`src/rtl/bcpu_shared_mem_pkg.sv`:
```
// Shared definitions for the BCPU16 shared-memory arbiter: index width helper
// and the read-return tag carried alongside each BRAM access.
package bcpu_shared_mem_pkg;

  // Width of a port index; never narrower than one bit
  function automatic int idx_width(input int n);
    return (n <= 2) ? 1 : $clog2(n);
  endfunction

  // The tag is sized for the largest supported core count so one type serves every build
  localparam int MAX_PORTS = 8;
  localparam int IDX_W     = idx_width(MAX_PORTS);

  // Read-return tag: valid marks a load, idx names the core that owns the data
  typedef struct packed {
    logic             valid;
    logic [IDX_W-1:0] idx;
  } mem_tag_t;

endpackage

```
`src/rtl/bcpu_rr_arbiter.sv`:
```
// Combinational round-robin picker: first requesting core at or above ptr,
// wrapping around, reported as a one-hot grant plus its binary index.
module bcpu_rr_arbiter
  import bcpu_shared_mem_pkg::*;
#(
  parameter int NUM_PORTS = 4,
  parameter int SEL_W     = idx_width(NUM_PORTS)
) (
  input  logic [NUM_PORTS-1:0] req,
  input  logic [SEL_W-1:0]     ptr,
  output logic [NUM_PORTS-1:0] grant,
  output logic [SEL_W-1:0]     grant_idx,
  output logic                 any_valid
);

  logic [SEL_W-1:0] cand;

  // Walk the ports in priority order starting at ptr and keep the first hit
  always_comb begin
    grant     = '0;
    grant_idx = '0;
    any_valid = 1'b0;
    cand      = '0;
    for (int i = 0; i < NUM_PORTS; i++) begin
      cand = SEL_W'((int'(ptr) + i) % NUM_PORTS);
      if (!any_valid && req[cand]) begin
        any_valid   = 1'b1;
        grant[cand] = 1'b1;
        grant_idx   = cand;
      end
    end
  end

endmodule

```
`src/rtl/bcpu_shared_mem_arbiter.sv`:
```
// Round-robin arbiter sharing one registered BRAM port between several BCPU16
// cores. One access is issued per cycle; load data comes back to its owner
// through a two-stage tag pipe that tracks the BRAM read latency.
module bcpu_shared_mem_arbiter
  import bcpu_shared_mem_pkg::*;
#(
  parameter int NUM_PORTS  = 4,
  parameter int DATA_WIDTH = 16,
  parameter int ADDR_WIDTH = 10
) (
  input  logic                             clk,
  input  logic                             rst,
  input  logic [NUM_PORTS-1:0]             req,
  input  logic [NUM_PORTS-1:0]             req_wren,
  input  logic [NUM_PORTS*ADDR_WIDTH-1:0]  req_addr,
  input  logic [NUM_PORTS*DATA_WIDTH-1:0]  req_wrdata,
  output logic [NUM_PORTS-1:0]             ack,
  output logic [NUM_PORTS-1:0]             rd_valid,
  output logic [DATA_WIDTH-1:0]            rd_data,
  output logic                             mem_en,
  output logic                             mem_wren,
  output logic [ADDR_WIDTH-1:0]            mem_addr,
  output logic [DATA_WIDTH-1:0]            mem_wrdata,
  input  logic [DATA_WIDTH-1:0]            mem_rddata
);

  localparam int SEL_W = idx_width(NUM_PORTS);

  logic [NUM_PORTS-1:0]  eligible;
  logic [NUM_PORTS-1:0]  grant;
  logic [SEL_W-1:0]      win_idx;
  logic                  win_any;
  logic [SEL_W-1:0]      ptr;
  logic                  win_wren;
  logic [ADDR_WIDTH-1:0] win_addr;
  logic [DATA_WIDTH-1:0] win_wrdata;
  mem_tag_t              tag_s1;
  mem_tag_t              tag_s2;
  logic [NUM_PORTS-1:0]  rd_hit;

  // A core being acknowledged this cycle still holds REQ; mask it so it is not granted twice
  assign eligible = req & ~ack;

  bcpu_rr_arbiter #(
    .NUM_PORTS (NUM_PORTS),
    .SEL_W     (SEL_W)
  ) u_rr (
    .req       (eligible),
    .ptr       (ptr),
    .grant     (grant),
    .grant_idx (win_idx),
    .any_valid (win_any)
  );

  // One-hot AND-OR select of the winner's command so losing cores' fields never leak through
  always_comb begin
    win_wren   = 1'b0;
    win_addr   = '0;
    win_wrdata = '0;
    for (int i = 0; i < NUM_PORTS; i++) begin
      if (grant[i]) begin
        win_wren   = req_wren[i];
        win_addr   = req_addr[i*ADDR_WIDTH +: ADDR_WIDTH];
        win_wrdata = req_wrdata[i*DATA_WIDTH +: DATA_WIDTH];
      end
    end
  end

  // Decode the tag leaving the pipe into the per-core read-valid pattern
  always_comb begin
    rd_hit = '0;
    for (int i = 0; i < NUM_PORTS; i++) begin
      if (tag_s2.valid && (tag_s2.idx == IDX_W'(i))) rd_hit[i] = 1'b1;
    end
  end

  // Issue registers: drive the BRAM port, pulse ACK and advance the pointer past the winner
  always_ff @(posedge clk or posedge rst) begin
    if (rst) begin
      ack        <= '0;
      mem_en     <= 1'b0;
      mem_wren   <= 1'b0;
      mem_addr   <= '0;
      mem_wrdata <= '0;
      ptr        <= '0;
    end else begin
      ack    <= grant;
      mem_en <= win_any;
      if (win_any) begin
        mem_wren   <= win_wren;
        mem_addr   <= win_addr;
        mem_wrdata <= win_wrdata;
        ptr        <= (win_idx == SEL_W'(NUM_PORTS - 1)) ? '0 : win_idx + 1'b1;
      end else begin
        mem_wren <= 1'b0;
      end
    end
  end

  // Tag pipe follows each access through the BRAM; loads hand the returned word to their owner
  always_ff @(posedge clk or posedge rst) begin
    if (rst) begin
      tag_s1   <= '0;
      tag_s2   <= '0;
      rd_valid <= '0;
      rd_data  <= '0;
    end else begin
      tag_s1.valid <= win_any && !win_wren;
      tag_s1.idx   <= IDX_W'(win_idx);
      tag_s2       <= tag_s1;
      rd_valid     <= rd_hit;
      if (tag_s2.valid) rd_data <= mem_rddata;
    end
  end

endmodule

```
`config.mk`:
```
export PLATFORM = sky130hd
export DESIGN_NAME = bcpu_shared_mem_arbiter
export DESIGN_NICKNAME = d
export VERILOG_FILES = /design/src/rtl/bcpu_shared_mem_pkg.sv /design/src/rtl/bcpu_rr_arbiter.sv /design/src/rtl/bcpu_shared_mem_arbiter.sv
export SDC_FILE = /design/constraint.sdc
export NUM_CORES = 1
export LEC_CHECK = 0
export ABC_AREA = 0
export BUFFER_PORTS_ARGS = -buffer_cell sky130_fd_sc_hd__buf_2
export CAP_MARGIN = 5
export CORE_MARGIN = 2
export CORE_UTILIZATION = 41
export CTS_CLUSTER_SIZE = 16
export DETAILED_ROUTE_END_ITERATION = 10
export PLACE_DENSITY = 0.86
export SLEW_MARGIN = 5
export SYNTH_ARGS = -nofsm -noshare
export SYNTH_HDL_FRONTEND = slang
export SYNTH_SLANG_ARGS = --single-unit
```
`constraint.sdc`:
```
create_clock -name clk -period 2.82 [get_ports clk]
set_input_delay 0.564 -clock clk [delete_from_list [all_inputs] [get_ports clk]]
set_output_delay 0.564 -clock clk [all_outputs]
set_load 0.01 [all_outputs]
```
# [Word-level counts from Yosys, hierarchy flattened]
# Cells that the tools add are included.
[totals] ff_bits=60 in_bits=130 output_inout_bits=52 elab_cells=96
[classes] add_sub_neg=4 order_cmp=8 n_eq_ne=4 n_mux=46 bitwise_logic=5 reduce_logical=17
[op_table] cell="$mux 16" count=4
[op_table] cell="$mux 10" count=4
[op_table] cell="$mux 1" count=21
[op_table] cell="$mux 4" count=4
[op_table] cell="$logic_and 1x1->1" count=12
[op_table] cell="$lt 2x3->1 const B" count=4
[op_table] cell="$or 4x4->4" count=3
[op_table] cell="$mux 2" count=5
[op_table] cell="$bmux 1 s2" count=4
[op_table] cell="$demux 1 s2" count=4
[op_table] cell="$ge 2x1->1 const B" count=4
[op_table] cell="$eq 2x2->1 const B" count=3
[op_table] cell="$add 2x1->2 const B" count=2
[op_table] cell="$add 2x2->2 const B" count=2
[op_table] cell="$and 4x4->4" count=1
[op_table] cell="$logic_not 1->1" count=4
[op_table] cell="$not 4->4" count=1
[op_table] cell="$logic_not 3->1" count=1
[op_table] cell="$eq 2x1->1 const B" count=1

# [Logic depth before layout (Yosys ltp)]
[depth] depth_word=20 ltp_mapped=12 ltp_nobuf=9

# [Cells and area by module]
# Synthesis repeated with hierarchy kept, for this count alone.
[hier_totals] cells_unflattened=299 hier_area_um2=3156.8
[by_module_without_submodules] module="bcpu_shared_mem_arbiter" n_inst=1 cells_per_inst=254 area_each_um2=2735.1 seq_area_each_um2=1501.4
[by_module_without_submodules] module="bcpu_rr_arbiter" n_inst=1 cells_per_inst=45 area_each_um2=421.7 seq_area_each_um2=0.0

# [Worst setup path before layout]
# OpenSTA, ideal clock, no wires.
[synth_path] path_kind="register -> register" from="reg ptr[1]" to="reg mem_wrdata[10]" setup_ns=0.126 t_arrival_ns=2.852 required_ns=2.694 path_slack_ns=-0.158 stages_incl_launch_ff=12 n_path_buf=3 period_less_slack_ns=2.978 cell_sequence="dfrtp_1 inv_1 ha_1 clkbuf_1 and3_1 o2111a_1 or2_1 a221o_1 buf_6 buf_4 a32o_1 a221o_1"
[synth_between] elab_chain_cells=16 elab_cells_between_ends=52 classes_between="add/sub: 3; order compare: 8; mux: 28; bitwise: 3; reduce/logical: 10"
[synth_rtl] item="start, declared" line="bcpu_shared_mem_arbiter.sv:33" source="logic [SEL_W-1:0] ptr;"
[synth_rtl] item="start signal, assigned" line="bcpu_shared_mem_arbiter.sv:93" source="ptr <= (win_idx == SEL_W'(NUM_PORTS - 1)) ? '0 : win_idx + 1'b1;"
[synth_rtl] item="branches (longest 16 deep; another with $lt 2x3->1)"
[synth_rtl] item="end signal, assigned" line="bcpu_shared_mem_arbiter.sv:92" source="mem_wrdata <= win_wrdata;"
[synth_rtl] item="end, declared" line="bcpu_shared_mem_arbiter.sv:23" source="output logic [DATA_WIDTH-1:0] mem_wrdata,"
# Several ways; the timed one is not identified. The select of a mux whose other input is x is not followed.
# A chain may end at the register's enable or synchronous reset.

==> reports/qor.yml <==
clock_network:
  cts_setup_buffers: 0
  h-tree-depth: 3
  cts_buffer_depth: 2
  postCtsResizedCells: 0
  path_clk_slew_ns: 0.07
  cts_hold_buf: 0
  cts_tree: "done"
  worstSkewPairLatency_ns: 0.33
  cts_buffers: 9
  cts_root_buffer: "clkbuf_8"
  clock_sinks: 60
route:
  initialDrtViolationCount: 253
  avgRoutedWirePerCell_um: 18.6
  num_vias: 3529
  vias_per_cell: 5.86
  detail-route-antenna-nets: 0
  drc_errors: 0
  wl_mm: 11.2
  first_pass_iters: 5
timing:
  grt_setup_unrepaired: "false"
  finalWorstSetupSlack_ns: 0.0794
  worstMarginPinSlew_ns: 0.705
  timing_hold_violations_final: 0
  finalSetupViolCount: 0
  fmax_ghz: 0.365
  fin_crit_sh_pct: 97.2
  fin_skew_ns: 0.00789
  slew_headroom_pct: 53.0
  maxSlewViolCount: 0
  period_needed_ns: 2.74
critical_path:
  critPathLaunchType: "flip-flop"
  reg2regPathDepth: 9
  critPathRequiredTime_ns: 3.03
  end_kind: "flip-flop"
  arrival_ns: 2.95
  r2r_slack_ns: 0.08
  cp_max_fo: 14
  reg2reg_to: "mem_addr[5]"
  path_class: "flip-flop to flip-flop"
synthesis:
  synth_area_um2: 3410
  synth_top_area_share_pct: 44.1
  synth_nets: 430
  async_reset_ff_share_pct: 100
  synth_top_flop_cell: "dfrtp_1"
  synth.largest_area_cell: "dfrtp_1"
  ys_seq_area_share_pct: 44.1
  syn_inst: 294
  synth_warnings: 0
  synth_seq_cells: 60
  syn_area_per_cell_um2: 11.6
  synthTopCellsByArea: "dfrtp_1 (44%), a221o_1 (8.2%), a32o_1 (7.6%)"
  post_synth_num_cell_types: 50
  synth_edf_count: 0
  synth.top_cells.by_count: "dfrtp_1 (60), and3_1 (30), a221o_1 (28), a22o_1 (28), a32o_1 (26)"
  yosysMostFrequentCell: "dfrtp_1"
global_routing:
  antenna_found_initial: 0
  grt_pass1_vias: 3425
  grt.total_usage_pct: 24.0
  grt_pass1_wl_mm: 16.6
  grt_max_degree: 34
  overflow: 0
run:
  maxCapViolCount: 0
power_and_ir_drop:
  power_density_nw_per_um2: 1360
  leakage_nw: 2.48
  ir_drop_v: 0.000876
floorplanning:
  ioPinCount: 182
  fp.dieH_um: 95.2
  fp.dieArea_um2: 9060
  fp.dieW_um: 95.2
  initial_core_util_pct: 41.9
  rows: 33
  core_um2: 8130
layout:
  fill_cells: 721
  design_area_um2: 4820
  synthToLayoutAreaGrowth_pct: 41.5
  n_antenna_cell: 0
  fin_util_pct: 59.3
  nets: 628
  drive_gt1_share_pct: 53.7
placed_design:
  io_buffers: 181
  dpl_worst_slack_ns: -0.0830
  dp_hpwl_mm: 8.04
  placed_area_um2: 4580
  gp_congestion: 0.832
run_status:
  status: "complete, no violations"
hold_path:
  worstHoldPathType: "input pin to async pin"
[cells in the final DEF (no fill, tap or decap), drive strengths merged, types with 2 or more instances in the layout]
cell type,instances
nor2b,4
bufinv,2
ha,6
a22o,28
dfrtp,60
inv,7
nand4,5
mux4,2
buf,215
o21ai,4
nor3,2
nand2,5
a21o,2
clkbuf,12
mux2,16
nor2,6
a21oi,3
a32o,26
a221o,29
and3,30
a31oi,2
nand2b,5
a22oi,2
and2,2
clkinv,2
nand3,4
[worst max-delay path, cell delays in order, from the launching register on]
cell	delay (ns)
dfrtp_1	0.42
inv_4	0.11
ha_4	0.24
and3_1	0.17
o2111a_1	0.28
or2_4	0.26
a221o_1	0.35
buf_4	0.21
a32o_1	0.27
a221o_1	0.33
[stage by stage]
| stage | cells | TNS [ns] | power [mW] | hold slack [ns] |
|---|---|---|---|---|
| 5_1_grt | 602 | 0 | 6.99 | 0.356 |
| 3_5_place_dp | 586 | -1.75 | 5.62 | 0.343 |
| 6_report | 602 | 0 | 6.56 | 0.316 |
| 4_1_cts | 602 | 0 | 6.56 | 0.324 |
| 3_3_place_gp | 586 | -0.530 | 5.46 | 0.332 |
| 2_1_floorplan | 294 | 0 | 4.35 | 0.331 |
[layout make-up]
type	count	area, um2	area share [%]
multi-input cells	199	1740	36.0
flip-flops and latches	60	1500	31.2
repair buffers	215	1190	24.7
clock buffers	12	165	3.42
well taps	105	131	2.72
clock inverters	4	70.1	1.45
inverters	7	28.8	0.597
[logic make-up (layout without fill, tap and decap cells)]
family,Yosys count,count (layout),share of synthesized area (%)
and+or+nand+nor,69,69,13.0
buffers and inverters,35,238,5.87
AOI/OAI and AO/OA,104,104,27.8
xor gates and xnor gates,1,1,0.257
adders and majority gates,6,6,2.20
DFF,60,60,44.1
muxes,19,19,6.90
[how the worst max path moves through the flow]
stage              start              to  slack [ns]  depth (start not counted)
6_report       flip-flop     mem_addr[5]        0.08                          9
5_1_grt        flip-flop  mem_wrdata[13]        0.02                          9
4_1_cts        flip-flop   mem_wrdata[9]        0.04                          9
3_5_place_dp      req[0]     mem_addr[5]       -0.08                         10
3_3_place_gp      req[0]   mem_wrdata[6]       -0.04                         10
2_1_floorplan  flip-flop  mem_wrdata[10]       0.004                         11
[state kept, by name (all words and copies together), names as in the netlist, named ones only]
| name | cells |
|---|---|
| mem_wrdata | 16 |
| rd_data | 16 |
| mem_addr | 10 |
| ack | 4 |
| rd_valid | 4 |
| tag_s1 | 3 |
| tag_s2 | 3 |
| mem_en | 1 |
| mem_wren | 1 |
| ptr | 1 |
[routing by layer]
| layer | part of all wire (%) | track usage, % |
|---|---|---|
| met1 | 39 | 28.7 |
| met2 | 50 | 41.5 |
| met3 | 8.6 | 5.14 |
| met4 | 1.7 | 10.0 |
| met5 | 0 | 0 |
[where the power goes]
part           switching [mW]  total (mW)  internal (mW)
clock                   0.339       0.907          0.567
sequential              0.245        1.54           1.29
combinational            2.11        4.12           2.01
Power figures use the tool's default switching activity.
